===== src/rtl/wb_la_master_pkg.sv =====
// Shared definitions for the Wishbone local-access master.
//   state_t  : control FSM states (IDLE, BUS, RESP)
//   TO_CNT_W : width of the saturating bus-cycle timeout counter
package wb_la_master_pkg;

  typedef enum logic [1:0] {
    ST_IDLE = 2'd0,
    ST_BUS  = 2'd1,
    ST_RESP = 2'd2
  } state_t;

  localparam int TO_CNT_W = 16;

endpackage


===== src/rtl/wb_timeout_ctr.sv =====
// Saturating timeout counter for one Wishbone bus cycle.
//   clk, rst : clock, asynchronous active-high reset
//   clear    : zero the count (asserted when a new bus cycle is launched)
//   enable   : count this cycle (high while the bus cycle is outstanding)
//   limit    : number of cycles allowed; 0 disables the timeout
//   expired  : this enabled cycle is the limit-th one, i.e. the count
//              reaches limit at the coming edge
module wb_timeout_ctr
  import wb_la_master_pkg::*;
(
  input  logic                clk,
  input  logic                rst,
  input  logic                clear,
  input  logic                enable,
  input  logic [TO_CNT_W-1:0] limit,
  output logic                expired
);

  logic [TO_CNT_W-1:0] cnt_q;
  logic [TO_CNT_W:0]   cnt_inc;

  // One bit wider so the compare also works when limit is the max value.
  assign cnt_inc = {1'b0, cnt_q} + {{TO_CNT_W{1'b0}}, 1'b1};
  assign expired = enable && (limit != '0) && (cnt_inc >= {1'b0, limit});

  always_ff @(posedge clk or posedge rst) begin
    if (rst) begin
      cnt_q <= '0;
    end else if (clear) begin
      cnt_q <= '0;
    end else if (enable && (cnt_q != '1)) begin
      cnt_q <= cnt_inc[TO_CNT_W-1:0];
    end
  end

endmodule


===== src/rtl/wb_la_master.sv =====
// Command/response front end driving a single Wishbone classic initiator.
// One command is accepted in IDLE, run as a single bus cycle in BUS, and
// its result presented in RESP until consumed.
//   wb_clk_i, wb_rst_i         : clock, asynchronous active-high reset
//   cmd_valid/cmd_ready        : command handshake (we, adr, dat, sel)
//   rsp_valid/rsp_ready        : response handshake (rsp_dat, rsp_err)
//   wbm_*                      : Wishbone classic initiator port
//   busy                       : high whenever the FSM is not IDLE
module wb_la_master
  import wb_la_master_pkg::*;
#(
  parameter int unsigned TIMEOUT_CYCLES = 255
) (
  input  logic        wb_clk_i,
  input  logic        wb_rst_i,
  input  logic        cmd_valid,
  output logic        cmd_ready,
  input  logic        cmd_we,
  input  logic [31:0] cmd_adr,
  input  logic [31:0] cmd_dat,
  input  logic [3:0]  cmd_sel,
  output logic        rsp_valid,
  input  logic        rsp_ready,
  output logic [31:0] rsp_dat,
  output logic        rsp_err,
  output logic        wbm_cyc_o,
  output logic        wbm_stb_o,
  output logic        wbm_we_o,
  output logic [31:0] wbm_adr_o,
  output logic [31:0] wbm_dat_o,
  output logic [3:0]  wbm_sel_o,
  input  logic [31:0] wbm_dat_i,
  input  logic        wbm_ack_i,
  input  logic        wbm_err_i,
  output logic        busy
);

  localparam logic [TO_CNT_W-1:0] TO_LIMIT = TO_CNT_W'(TIMEOUT_CYCLES);

  state_t state_q, state_d;
  logic   xfer;
  logic   in_bus;
  logic   to_expired;
  logic   err_term, ack_term, to_term, bus_done;

  assign xfer   = cmd_valid && cmd_ready;
  assign in_bus = (state_q == ST_BUS);

  // err beats ack; ack beats a timeout landing on the same cycle.
  assign err_term = in_bus && wbm_err_i;
  assign ack_term = in_bus && wbm_ack_i && !wbm_err_i;
  assign to_term  = in_bus && to_expired && !wbm_ack_i && !wbm_err_i;
  assign bus_done = err_term || ack_term || to_term;

  wb_timeout_ctr u_timeout_ctr (
    .clk     (wb_clk_i),
    .rst     (wb_rst_i),
    .clear   (xfer),
    .enable  (in_bus),
    .limit   (TO_LIMIT),
    .expired (to_expired)
  );

  always_ff @(posedge wb_clk_i or posedge wb_rst_i) begin
    if (wb_rst_i) begin
      state_q <= ST_IDLE;
    end else begin
      state_q <= state_d;
    end
  end

  always_comb begin
    state_d = state_q;
    case (state_q)
      ST_IDLE: if (xfer)      state_d = ST_BUS;
      ST_BUS:  if (bus_done)  state_d = ST_RESP;
      ST_RESP: if (rsp_ready) state_d = ST_IDLE;
      default:                state_d = ST_IDLE;
    endcase
  end

  // Bus fields and response payload; all cleared by reset so every output
  // reads zero straight out of reset.
  always_ff @(posedge wb_clk_i or posedge wb_rst_i) begin
    if (wb_rst_i) begin
      wbm_we_o  <= 1'b0;
      wbm_adr_o <= '0;
      wbm_dat_o <= '0;
      wbm_sel_o <= '0;
      rsp_dat   <= '0;
      rsp_err   <= 1'b0;
    end else begin
      if (xfer) begin
        wbm_we_o  <= cmd_we;
        wbm_adr_o <= cmd_adr;
        wbm_dat_o <= cmd_dat;
        wbm_sel_o <= cmd_sel;
      end
      if (bus_done) begin
        rsp_err <= err_term || to_term;
        rsp_dat <= (ack_term && !wbm_we_o) ? wbm_dat_i : '0;
      end
    end
  end

  // Strobes come straight from the state register so an asynchronous
  // reset drops them without waiting for a clock edge.
  assign cmd_ready = (state_q == ST_IDLE);
  assign busy      = (state_q != ST_IDLE);
  assign wbm_cyc_o = in_bus;
  assign wbm_stb_o = in_bus;
  assign rsp_valid = (state_q == ST_RESP);

endmodule


===== config.mk =====
export PLATFORM = sky130hd
export DESIGN_NAME = wb_la_master
export DESIGN_NICKNAME = d
export VERILOG_FILES = /design/src/rtl/wb_la_master_pkg.sv /design/src/rtl/wb_timeout_ctr.sv /design/src/rtl/wb_la_master.sv
export SDC_FILE = /design/constraint.sdc
export NUM_CORES = 1
export LEC_CHECK = 0
export BUFFER_PORTS_ARGS = -buffer_cell sky130_fd_sc_hd__buf_2
export CORE_MARGIN = 2
export CORE_UTILIZATION = 43
export DETAILED_ROUTE_END_ITERATION = 6
export HOLD_SLACK_MARGIN = 0.15
export MAX_ROUTING_LAYER = met4
export PLACE_DENSITY = 0.78
export SLEW_MARGIN = 20
export SYNTH_ARGS = -nofsm -noshare
export SYNTH_HDL_FRONTEND = slang
export SYNTH_SLANG_ARGS = --single-unit

===== constraint.sdc =====
create_clock -name wb_clk_i -period 3.6 [get_ports wb_clk_i]
set_input_delay 0.36 -clock wb_clk_i [delete_from_list [all_inputs] [get_ports wb_clk_i]]
set_output_delay 0.36 -clock wb_clk_i [all_outputs]
set_load 0.05 [all_outputs]

==> impl_metrics.env, run 1 <==
export IMPL_run_status="finished, final reports clean"
export IMPL_fill_cells=863
export IMPL_ioPinCount=214
export IMPL_via_per_inst=5.082
export IMPL_ant_nets=0
export IMPL_hpwl_um=8959
export IMPL_worst_path_buf_inv=1
export IMPL_netlist_cell_type_count=43
export IMPL_syn_to_final_growth_pct=47.92
export IMPL_routed_via_count=4747
export IMPL_cts_setup_buffers=0
export IMPL_ys_ff_latch=120
export IMPL_fin_crit_sh_pct=73.31
export IMPL_multi_input_area_sq_um=1822
export IMPL_crit_fanout=33
export IMPL_slew_viol_final=0
export IMPL_cp_cell_sequence="ha_1 -> nand3_2 -> nor4_1 -> xnor2_1 -> o21ai_1 -> o41ai_4 -> buf_4 -> a22o_1"
export IMPL_slew_headroom_pct=40.97
export IMPL_clk_pin_slew_worst_paths_ns=0.05
export IMPL_antenna_found_initial=0
export IMPL_cp_end_kind="flip-flop"
export IMPL_insertion_delay_ns=0.41
export IMPL_rr_worst_depth=8
export IMPL_dieArea_sq_um=12500
export IMPL_port_buffers=213
export IMPL_r2r_end="rsp_dat[10]"
export IMPL_firstDrtPassIters=4
export IMPL_setup_viol_count_final=0
export IMPL_dieWidth_um=111.8
export IMPL_clock_sinks=120
export IMPL_core_area_sq_um=11370
export IMPL_grt_setup_unrepaired="no"
export IMPL_cts_path_max_buffers=2
export IMPL_syn_inst=508
export IMPL_holdPathStages=3
export IMPL_p_clk_share_pct=22.0
export IMPL_setup_tns_ns=0
export IMPL_swShare_pct=49.82
export IMPL_crit_family="compound AO/OA/AOI/OAI gates"
export IMPL_timing_final_hold_violations=0
export IMPL_wirelength_um=14400
export IMPL_fin_nets=889
export IMPL_track_usage_pct=23.66
export IMPL_min_from="cmd_dat[15]"
export IMPL_slowest_stage="dfrtp_1"
export IMPL_maxCapViolations=0
export IMPL_power_mw=7.682
export IMPL_power_frac_comb_pct=49.0
export IMPL_drive_above_1_share_pct=33.50
export IMPL_regToRegSetupSlack_ns=0.96
export IMPL_wl_per_cell_um=15.41
export IMPL_drc=0
export IMPL_critical_path_max_stage_delay_ns=0.48
export IMPL_ys_seq_area_share_pct=60.09
export IMPL_routabilityCongestion=0.9036
export IMPL_placedCellCount=841
export IMPL_p_int_mw=3.855
export IMPL_drt_iter0_drc=306
export IMPL_syn_nets=617
export IMPL_root_buffer="clkbuf_16"
export IMPL_syn_area_per_cell_sq_um=9.837
export IMPL_r2r_start="u_timeout_ctr.cnt_q[0]"
export IMPL_powerDensity_nw_per_um2=1039
export IMPL_die_h_um=111.8
export IMPL_ff_latch_area_sq_um=3003
export IMPL_critical_path_arrival_ns=2.97
export IMPL_layout_cells_non_filler=934
export IMPL_overflow=0
export IMPL_grt_pass1_vias=4893
export IMPL_power_frac_seq_pct=29.0
export IMPL_p_leak_nw=4.026
export IMPL_grt_max_degree=70
export IMPL_required_ns=3.93
export IMPL_p_sw_mw=3.827
export IMPL_yosys_warnings=0
export IMPL_syn_area_sq_um=4997
export IMPL_cts_tree="yes"
export IMPL_skew_ns=0.01961
export IMPL_worst_hold_path_type="in -> reg"
export IMPL_start_util_pct=43.95
export IMPL_grt_pass1_wl_um=23000
export IMPL_worst_setup_path_type="reg -> reg"
export IMPL_h_tree_depth=4
export IMPL_fin_crit_ns=2.639
export IMPL_row_count=39
export IMPL_final_cell_mix="213 x nand2_1, 213 x buf_2, 120 x dfrtp_1, 63 x dlygate4sd3_1, 32 x a22o_1"
export IMPL_worst_pin_slew_ns=0.8854
export IMPL_min_to="wbm_dat_o[15]"
export IMPL_fmax_ghz=0.3789
export IMPL_worst_setup_path_start_kind="flip-flop"
export IMPL_antenna_cells=0
export IMPL_irDropWorstVdd_uv=674.9
export IMPL_cts_buffers=17
-- worst reg2reg max path, stage by stage, from the launching register on --
cell,delay [ns]
dfrtp_1,0.48
ha_1,0.30
nand3_2,0.19
nor4_1,0.43
xnor2_1,0.17
o21ai_1,0.14
o41ai_4,0.30
buf_4,0.36
a22o_1,0.21
-- metal layers --
metal	up-vias	wire, um	track usage [%]
li1	2212	-	-
met1	2310	5900	27.68
met2	185	7388	38.42
met3	40	697	5.389
met4	0	410	11.93
met5	-	0	-
-- synthesized netlist by cell type, drive strengths merged --
| master | count | share of area (%) |
|---|---|---|
| and4 | 1 | 0.18 |
| xor2 | 2 | 0.35 |
| nand3b | 2 | 0.30 |
| o21a | 1 | 0.15 |
| and3 | 2 | 0.25 |
| a21oi | 3 | 0.30 |
| o21ai | 23 | 2.3 |
| nand2 | 214 | 16 |
| and4b | 1 | 0.20 |
| o31ai | 2 | 0.30 |
| or4 | 1 | 0.15 |
| o32a | 1 | 0.20 |
| clkbuf | 21 | 1.6 |
| xnor2 | 7 | 1.2 |
| nand4 | 4 | 0.93 |
| a22o | 32 | 5.6 |
| nor2b | 1 | 0.13 |
| nand3 | 11 | 1.4 |
| o41ai | 5 | 1.3 |
| o31a | 1 | 0.18 |
| ha | 2 | 0.50 |
| nor3 | 1 | 0.20 |
| a41o | 1 | 0.20 |
| nor2 | 13 | 0.98 |
| nand2b | 5 | 0.63 |
| nor4 | 6 | 1.2 |
| buf | 10 | 1.5 |
| dfrtp | 120 | 60 |
| inv | 8 | 0.60 |
| and2 | 3 | 0.38 |
| o2111ai | 1 | 0.30 |
| or3 | 2 | 0.25 |
| and3b | 1 | 0.18 |
-- final cells by class --
type	count	share of cell area (%)
inverters	8	0.4401
multi-input cells	349	24.64
clock inverters	7	1.236
flip-flops and latches	120	40.62
clock buffers	23	6.872
well taps	143	2.420
repair buffers	284	23.76
-- logic make-up (layout without fill, tap and decap cells) --
logic type / Yosys count / in the layout / share of synthesized area (%)
buffers and inverters: 39 / 322 / 3.656
adders and majority gates: 2 / 2 / 0.5007
xor gates and xnor gates: 9 / 9 / 1.577
and+or+nand+nor: 268 / 268 / 23.39
AOI/OAI and AO/OA: 70 / 70 / 10.79
DFF: 120 / 120 / 60.09
-- sequential cells by signal (all words and copies together) (netlist names) --
signal               count
rsp_dat                 32
rsp_err                  1
state_q                  2
u_timeout_ctr.cnt_q     16
wbm_adr_o               32
wbm_dat_o               32
wbm_sel_o                4
wbm_we_o                 1
-- what timing repair did --
action,in CTS,in global routing
endpoints found under the setup margin,0,0
hold buffers,63,0
hold endpoints to repair,66,0
resized for setup,0,0
-- how the worst max path moves through the flow --
stage	start	endpoint	slack, ns	cells after the start
detailed placement	u_timeout_ctr.cnt_q[0]	rsp_dat[2]	0.97	8
floorplan	wb_rst_i	rsp_dat[0]	0.05	1
global route	u_timeout_ctr.cnt_q[0]	rsp_dat[3]	0.74	8
global placement	u_timeout_ctr.cnt_q[0]	state_q[1]	1.07	8
CTS	u_timeout_ctr.cnt_q[0]	rsp_dat[3]	0.97	8
finish	u_timeout_ctr.cnt_q[0]	rsp_dat[10]	0.96	8
-- metrics by stage --
step | cell area, sq um | util (%) | setup WS, ns | hold slack (ns)
floorplan | 4997 | - | 0.05418 | 0.4515
global placement | 6162 | 54.20 | 1.067 | 0.4528
detailed placement | 6162 | 54.20 | 0.9715 | 0.4570
CTS | 7392 | 65.02 | 0.9706 | 0.1512
global route | 7392 | 65.02 | 0.7440 | 0.1547
finish | 7392 | 65.02 | 0.9610 | 0.1628
-- power by group through the flow --
| stage | Clock, mW | Combinational (mW) | Sequential (mW) |
|---|---|---|---|
| 3_3_place_gp | 0 | 3.62 | 2.21 |
| 5_1_grt | 1.79 | 3.95 | 2.30 |
| 6_report | 1.69 | 3.77 | 2.23 |
| 2_1_floorplan | 0 | 0.934 | 4.09 |
| 3_5_place_dp | 0 | 3.69 | 2.22 |
| 4_1_cts | 1.72 | 3.75 | 2.22 |
(Power assumes the default switching activity.)
==> run 2: changes to the inputs <==
==> constraint.sdc (replaced) <==
create_clock -name wb_clk_i -period 2.1 [get_ports wb_clk_i]
set_input_delay 0.21 -clock wb_clk_i [delete_from_list [all_inputs] [get_ports wb_clk_i]]
set_output_delay 0.21 -clock wb_clk_i [all_outputs]
set_load 0.05 [all_outputs]
==> impl_metrics.env, run 2 (synthesis results as in run 1) <==
export IMPL_wirelength_um=16290
export IMPL_critical_path_max_stage_delay_ns=0.42
export IMPL_run_status="finished, violations left"
export IMPL_powerDensity_nw_per_um2=1621
export IMPL_wl_per_cell_um=16.08
export IMPL_placedCellCount=873
export IMPL_slowest_stage="dfrtp_2"
export IMPL_multi_input_area_sq_um=1952
export IMPL_antenna_cells=0
export IMPL_overflow=0
export IMPL_core_area_sq_um=11370
export IMPL_ff_latch_area_sq_um=3009
export IMPL_p_int_mw=6.512
export IMPL_p_sw_mw=6.790
export IMPL_antenna_found_initial=0
export IMPL_cp_cell_sequence="ha_4 -> nand3_4 -> nor4_4 -> and3b_2 -> o2111ai_4 -> o41ai_4 -> buf_12 -> a22o_1"
export IMPL_cts_path_max_buffers=2
export IMPL_worst_setup_path_start_kind="flip-flop"
export IMPL_ant_nets=0
export IMPL_critical_path_arrival_ns=2.59
export IMPL_h_tree_depth=4
export IMPL_irDropWorstVdd_uv=1336
export IMPL_layout_cells_non_filler=1013
export IMPL_cp_end_kind="flip-flop"
export IMPL_grt_pass1_wl_um=26810
export IMPL_fin_crit_ns=2.250
export IMPL_root_buffer="clkbuf_16"
export IMPL_timing_final_hold_violations=0
export IMPL_grt_setup_unrepaired="yes"
export IMPL_fill_cells=712
export IMPL_cts_buffers=17
export IMPL_path_depth=8
export IMPL_slew_headroom_pct=50.20
export IMPL_track_usage_pct=27.79
export IMPL_power_frac_seq_pct=29.0
export IMPL_required_ns=2.44
export IMPL_insertion_delay_ns=0.41
export IMPL_slew_viol_final=0
export IMPL_via_per_inst=5.129
export IMPL_rr_worst_depth=8
export IMPL_fin_crit_sh_pct=107.1
export IMPL_p_leak_nw=4.392
export IMPL_dieArea_sq_um=12500
export IMPL_final_cell_mix="213 x nand2_1, 213 x buf_2, 115 x dfrtp_1, 105 x dlygate4sd3_1, 40 x buf_4"
export IMPL_worst_pin_slew_ns=0.7471
export IMPL_die_h_um=111.8
export IMPL_crit_family="compound AO/OA/AOI/OAI gates"
export IMPL_routed_via_count=5196
export IMPL_firstDrtPassIters=5
export IMPL_worst_slack_ns=-0.1498
export IMPL_start_util_pct=43.95
export IMPL_row_count=39
export IMPL_fmax_ghz=0.4445
export IMPL_worst_hold_path_type="in -> reg"
export IMPL_place_area_sq_um=6485
export IMPL_syn_to_final_growth_pct=64.22
export IMPL_stdcell_area_sq_um=8207
export IMPL_skew_ns=0.008587
export IMPL_setup_viol_count_final=34
export IMPL_cts_tree="yes"
export IMPL_crit_fanout=33
export IMPL_maxCapViolations=0
export IMPL_routabilityCongestion=0.8836
export IMPL_hpwl_um=9425
export IMPL_swShare_pct=51.05
export IMPL_drt_iter0_drc=420
export IMPL_drc=0
export IMPL_p_clk_share_pct=20.5
export IMPL_grt_pass1_vias=5605
export IMPL_fin_nets=966
export IMPL_holdPathStages=6
export IMPL_port_buffers=213
export IMPL_power_frac_comb_pct=50.4
export IMPL_worst_setup_path_type="reg -> reg"
export IMPL_drive_above_1_share_pct=36.55
export IMPL_grt_max_degree=78
export IMPL_reg_largest_list="rsp_dat (32), wbm_adr_o (32), wbm_dat_o (32)"
export IMPL_worst_path_buf_inv=1
export IMPL_clock_sinks=120
export IMPL_clk_pin_slew_worst_paths_ns=0.05
export IMPL_ioPinCount=214
export IMPL_dieWidth_um=111.8
export IMPL_violations="setup timing"
==> run 2: area by class of cell <==
class / instances / share of cell area, %
tap: 143 / 2.180
timing repair buffer: 361 / 30.08
sequential: 120 / 36.67
inverter: 8 / 0.4116
multi-input combinational: 349 / 23.78
clock inverter: 14 / 1.525
clock buffer: 18 / 5.351
==> run 2: routing by layer <==
metal / up-vias / part of all wire, % / track usage (%)
met3: 55 / 5.4 / 5.498
met5: - / 0 / -
met2: 238 / 53 / 49.33
li1: 2382 / - / -
met4: 0 / 3.4 / 11.28
met1: 2521 / 38 / 30.55
==> run 2: path summary, 6_finish.rpt <==
check | to | slack [ns] | startpoint
max in group asynchronous | wbm_sel_o[1] | 1.16 | wb_rst_i
max | rsp_dat[13] | -0.15 | u_timeout_ctr.cnt_q[1]
max reg2reg | rsp_dat[13] | -0.15 | u_timeout_ctr.cnt_q[1]
min in group asynchronous | wbm_adr_o[21] | 0.51 | wb_rst_i
min | u_timeout_ctr.cnt_q[3] | 0.42 | cmd_valid
min reg2reg | wbm_adr_o[20] | 0.47 | wbm_adr_o[20]
==> run 2: power by group through the flow <==
stage | sequential, mW | clock [mW] | combinational (mW)
2_1_floorplan | 7.01 | 0 | 1.61
3_5_place_dp | 3.80 | 0 | 6.48
6_report | 3.86 | 2.73 | 6.71
4_1_cts | 3.82 | 2.79 | 6.62
5_1_grt | 3.96 | 2.89 | 7.04
3_3_place_gp | 3.77 | 0 | 6.35
==> run 2: through the flow <==
step / utilization (%) / hold slack, ns / worst slack, ns / total power, mW / setup TNS [ns]
after CTS: 72.03 / 0.3938 / -0.1233 / 13.23 / -3.511
after global routing: 72.18 / 0.4659 / -0.2670 / 13.90 / -8.270
final: 72.18 / 0.4187 / -0.1498 / 13.30 / -4.157
after global placement: 57.04 / 0.3614 / -0.04238 / 10.12 / -1.235
after floorplan: - / 0.3015 / -0.09656 / 8.618 / -2.888
after detailed placement: 57.04 / 0.3735 / -0.1586 / 10.28 / -4.391
==> run 2: what timing repair did <==
action                     4_1_cts  5_1_grt
pin swaps                        0        3
hold buffers                   105        0
buffers inserted                 2        1
resized for setup               11        4
setup endpoints to repair       34       35
hold endpoints to repair       224        0
==> run 2: worst min-delay path: cells and delay by family <==
kind,cells,cell delay [ns]
compound gates,1,0.06
buf+inv,2,0.27
simple gates,3,0.23
==> run 3: changes to the inputs <==
--- a/config.mk
+++ b/config.mk
@@ -7,11 +7,14 @@
 export LEC_CHECK = 0
 export BUFFER_PORTS_ARGS = -buffer_cell sky130_fd_sc_hd__buf_2
 export CORE_MARGIN = 2
-export CORE_UTILIZATION = 43
+export CORE_UTILIZATION = 45
+export CTS_BUF_LIST = sky130_fd_sc_hd__clkbuf_8
+export CTS_CLUSTER_SIZE = 14
 export DETAILED_ROUTE_END_ITERATION = 6
 export HOLD_SLACK_MARGIN = 0.15
 export MAX_ROUTING_LAYER = met4
-export PLACE_DENSITY = 0.78
+export PLACE_DENSITY = 0.81
+export RECOVER_POWER = 100
 export SLEW_MARGIN = 20
 export SYNTH_ARGS = -nofsm -noshare
 export SYNTH_HDL_FRONTEND = slang
==> impl_metrics.env, run 3 (synthesis results as in run 1) <==
export IMPL_worst_pin_slew_ns=1.398
export IMPL_cts_tree="yes"
export IMPL_wirelength_um=17410
export IMPL_worst_hold_path_type="in -> reg"
export IMPL_reg_largest_list="rsp_dat (32), wbm_adr_o (32), wbm_dat_o (32)"
export IMPL_track_usage_pct=30.69
export IMPL_power_mw=12.65
export IMPL_cp_cell_sequence="ha_4 -> and3_4 -> and2_4 -> o31ai_4 -> o2111ai_4 -> o41ai_4 -> buf_6 -> buf_12 -> a22o_1"
export IMPL_drt_iter0_drc=455
export IMPL_ff_latch_area_sq_um=3013
export IMPL_worst_setup_path_type="reg -> reg"
export IMPL_swShare_pct=53.49
export IMPL_port_buffers=213
export IMPL_cts_buffers=17
export IMPL_fin_nets=971
export IMPL_layout_commonest_cell="nand2_1"
export IMPL_routabilityCongestion=0.8653
export IMPL_dieArea_sq_um=11960
export IMPL_worst_slack_ns=-0.1985
export IMPL_power_frac_comb_pct=52.2
export IMPL_slew_viol_final=0
export IMPL_start_util_pct=46.10
export IMPL_place_area_sq_um=6514
export IMPL_via_per_inst=5.262
export IMPL_grt_use_met2_pct=51.54
export IMPL_met3_usage_pct=9.129
export IMPL_grt_pass1_wl_um=27180
export IMPL_fill_cells=741
export IMPL_timing_final_hold_violations=0
export IMPL_hold_ws_ns=0.3356
export IMPL_antenna_found_initial=0
export IMPL_wl_per_cell_um=17.17
export IMPL_row_count=38
export IMPL_fin_crit_ns=2.298
export IMPL_insertion_delay_ns=0.43
export IMPL_final_cell_mix="213 x nand2_1, 112 x dfrtp_1, 109 x buf_2, 105 x dlygate4sd3_1, 103 x clkbuf_1"
export IMPL_p_int_mw=5.884
export IMPL_fmax_ghz=0.4351
export IMPL_clock_sinks=120
export IMPL_grt_busiest_layer="met2"
export IMPL_maxCapViolations=0
export IMPL_root_buffer="clkbuf_8"
export IMPL_fin_crit_sh_pct=109.5
export IMPL_p_clk_share_pct=17.1
export IMPL_grt_setup_unrepaired="yes"
export IMPL_p_sw_mw=6.767
export IMPL_worst_setup_path_start_kind="flip-flop"
export IMPL_grt_max_degree=71
export IMPL_violations="setup timing"
export IMPL_h_tree_depth=4
export IMPL_run_status="finished, violations left"
export IMPL_rr_worst_depth=9
export IMPL_hpwl_um=9759
export IMPL_irDropWorstVdd_uv=1159
export IMPL_ioPinCount=214
export IMPL_slew_headroom_pct=6.285
export IMPL_holdPathStages=4
export IMPL_grtUsageMet1_pct=34.07
export IMPL_multi_input_area_sq_um=1936
export IMPL_core_area_sq_um=10840
export IMPL_routed_via_count=5336
export IMPL_firstDrtPassIters=5
export IMPL_die_h_um=109.4
export IMPL_p_leak_nw=4.004
export IMPL_drive_above_1_share_pct=24.94
export IMPL_drc=0
export IMPL_overflow=0
export IMPL_setup_viol_count_final=40
export IMPL_cts_path_max_buffers=2
export IMPL_cp_end_kind="flip-flop"
export IMPL_crit_fanout=6
export IMPL_clk_pin_slew_worst_paths_ns=0.07
export IMPL_syn_to_final_growth_pct=59.39
export IMPL_ant_nets=0
export IMPL_slowest_stage="dfrtp_2"
export IMPL_critical_path_arrival_ns=2.66
export IMPL_stdcell_area_sq_um=7965
export IMPL_skew_ns=0.009199
export IMPL_grt_pass1_vias=5559
export IMPL_required_ns=2.46
export IMPL_critical_path_max_stage_delay_ns=0.45
export IMPL_dieWidth_um=109.4
export IMPL_power_frac_seq_pct=30.7
export IMPL_antenna_cells=0
export IMPL_powerDensity_nw_per_um2=1588
==> run 3: cell count changes in the layout (fill, tap and decap cells not counted), sizes merged <==
cell | before | now
clkbuf | 18 | 127
buf | 256 | 153
clkinv | 8 | 3
bufinv | 1 | 3
clkinvlp | 4 | 5
==> run 3: layer usage <==
layer,wire [um],vias to the layer above
met3,1274,62
li1,-,2390
met5,0,-
met1,6527,2571
met4,574,0
met2,9030,313
==> run 3: what timing repair did <==
| item | 4_1_cts | 5_1_grt |
|---|---|---|
| pin swaps | 8 | 11 |
| gates cloned | 3 | 0 |
| hold buffers | 105 | 0 |
| endpoints found under the setup margin | 35 | 37 |
| endpoints found under the hold margin | 132 | 0 |
| buffers inserted | 4 | 1 |
| gates resized for setup | 11 | 10 |
==> run 3: power groups by stage <==
stage	logic, mW	clock network [mW]	registers [mW]
3_3_place_gp	6.40	0	3.78
3_5_place_dp	6.53	0	3.81
6_report	6.60	2.16	3.89
5_1_grt	6.92	2.32	3.98
2_1_floorplan	1.61	0	7.01
4_1_cts	6.81	2.19	3.80
==> run 3: through the flow <==
step / util (%) / TNS [ns] / setup WS [ns] / cells
floorplan: - / -2.888 / -0.09656 / 508
global placement: 60.09 / -3.018 / -0.1125 / 871
detailed placement: 60.09 / -5.384 / -0.1987 / 871
CTS: 74.80 / -5.240 / -0.1769 / 1014
global route: 73.48 / -10.90 / -0.2792 / 1014
finish: 73.48 / -5.744 / -0.1985 / 1014
==> run 3: final timing paths <==
| check | from | end | slack [ns] |
|---|---|---|---|
| worst min register to register | wbm_adr_o[30] | wbm_adr_o[30] | 0.48 |
| worst max register to register | u_timeout_ctr.cnt_q[1] | rsp_dat[22] | -0.20 |
| min in group asynchronous | wb_rst_i | rsp_dat[25] | 0.64 |
| worst max-delay path | u_timeout_ctr.cnt_q[1] | rsp_dat[22] | -0.20 |
| max in group asynchronous | wb_rst_i | wbm_adr_o[2] | 0.23 |
| worst min-delay path | cmd_valid | state_q[0] | 0.34 |
==> run 3: layout make-up <==
type | count | share of cell area, %
sequential | 120 | 37.83
timing repair buffer | 366 | 30.10
multi-input combinational | 349 | 24.30
clock buffer | 19 | 3.283
tap | 140 | 2.199
clock inverter | 12 | 1.901
inverter | 8 | 0.3927
==> run 3: critical path, delay by kind of cell (launching register included) <==
family | cells | cell delay (ns)
AO/OA/AOI/OAI | 4 | 0.97
adder cells (fa/ha/maj) | 1 | 0.18
flip-flops | 1 | 0.45
AND/OR/NAND/NOR | 2 | 0.32
buffers and inverters | 2 | 0.32
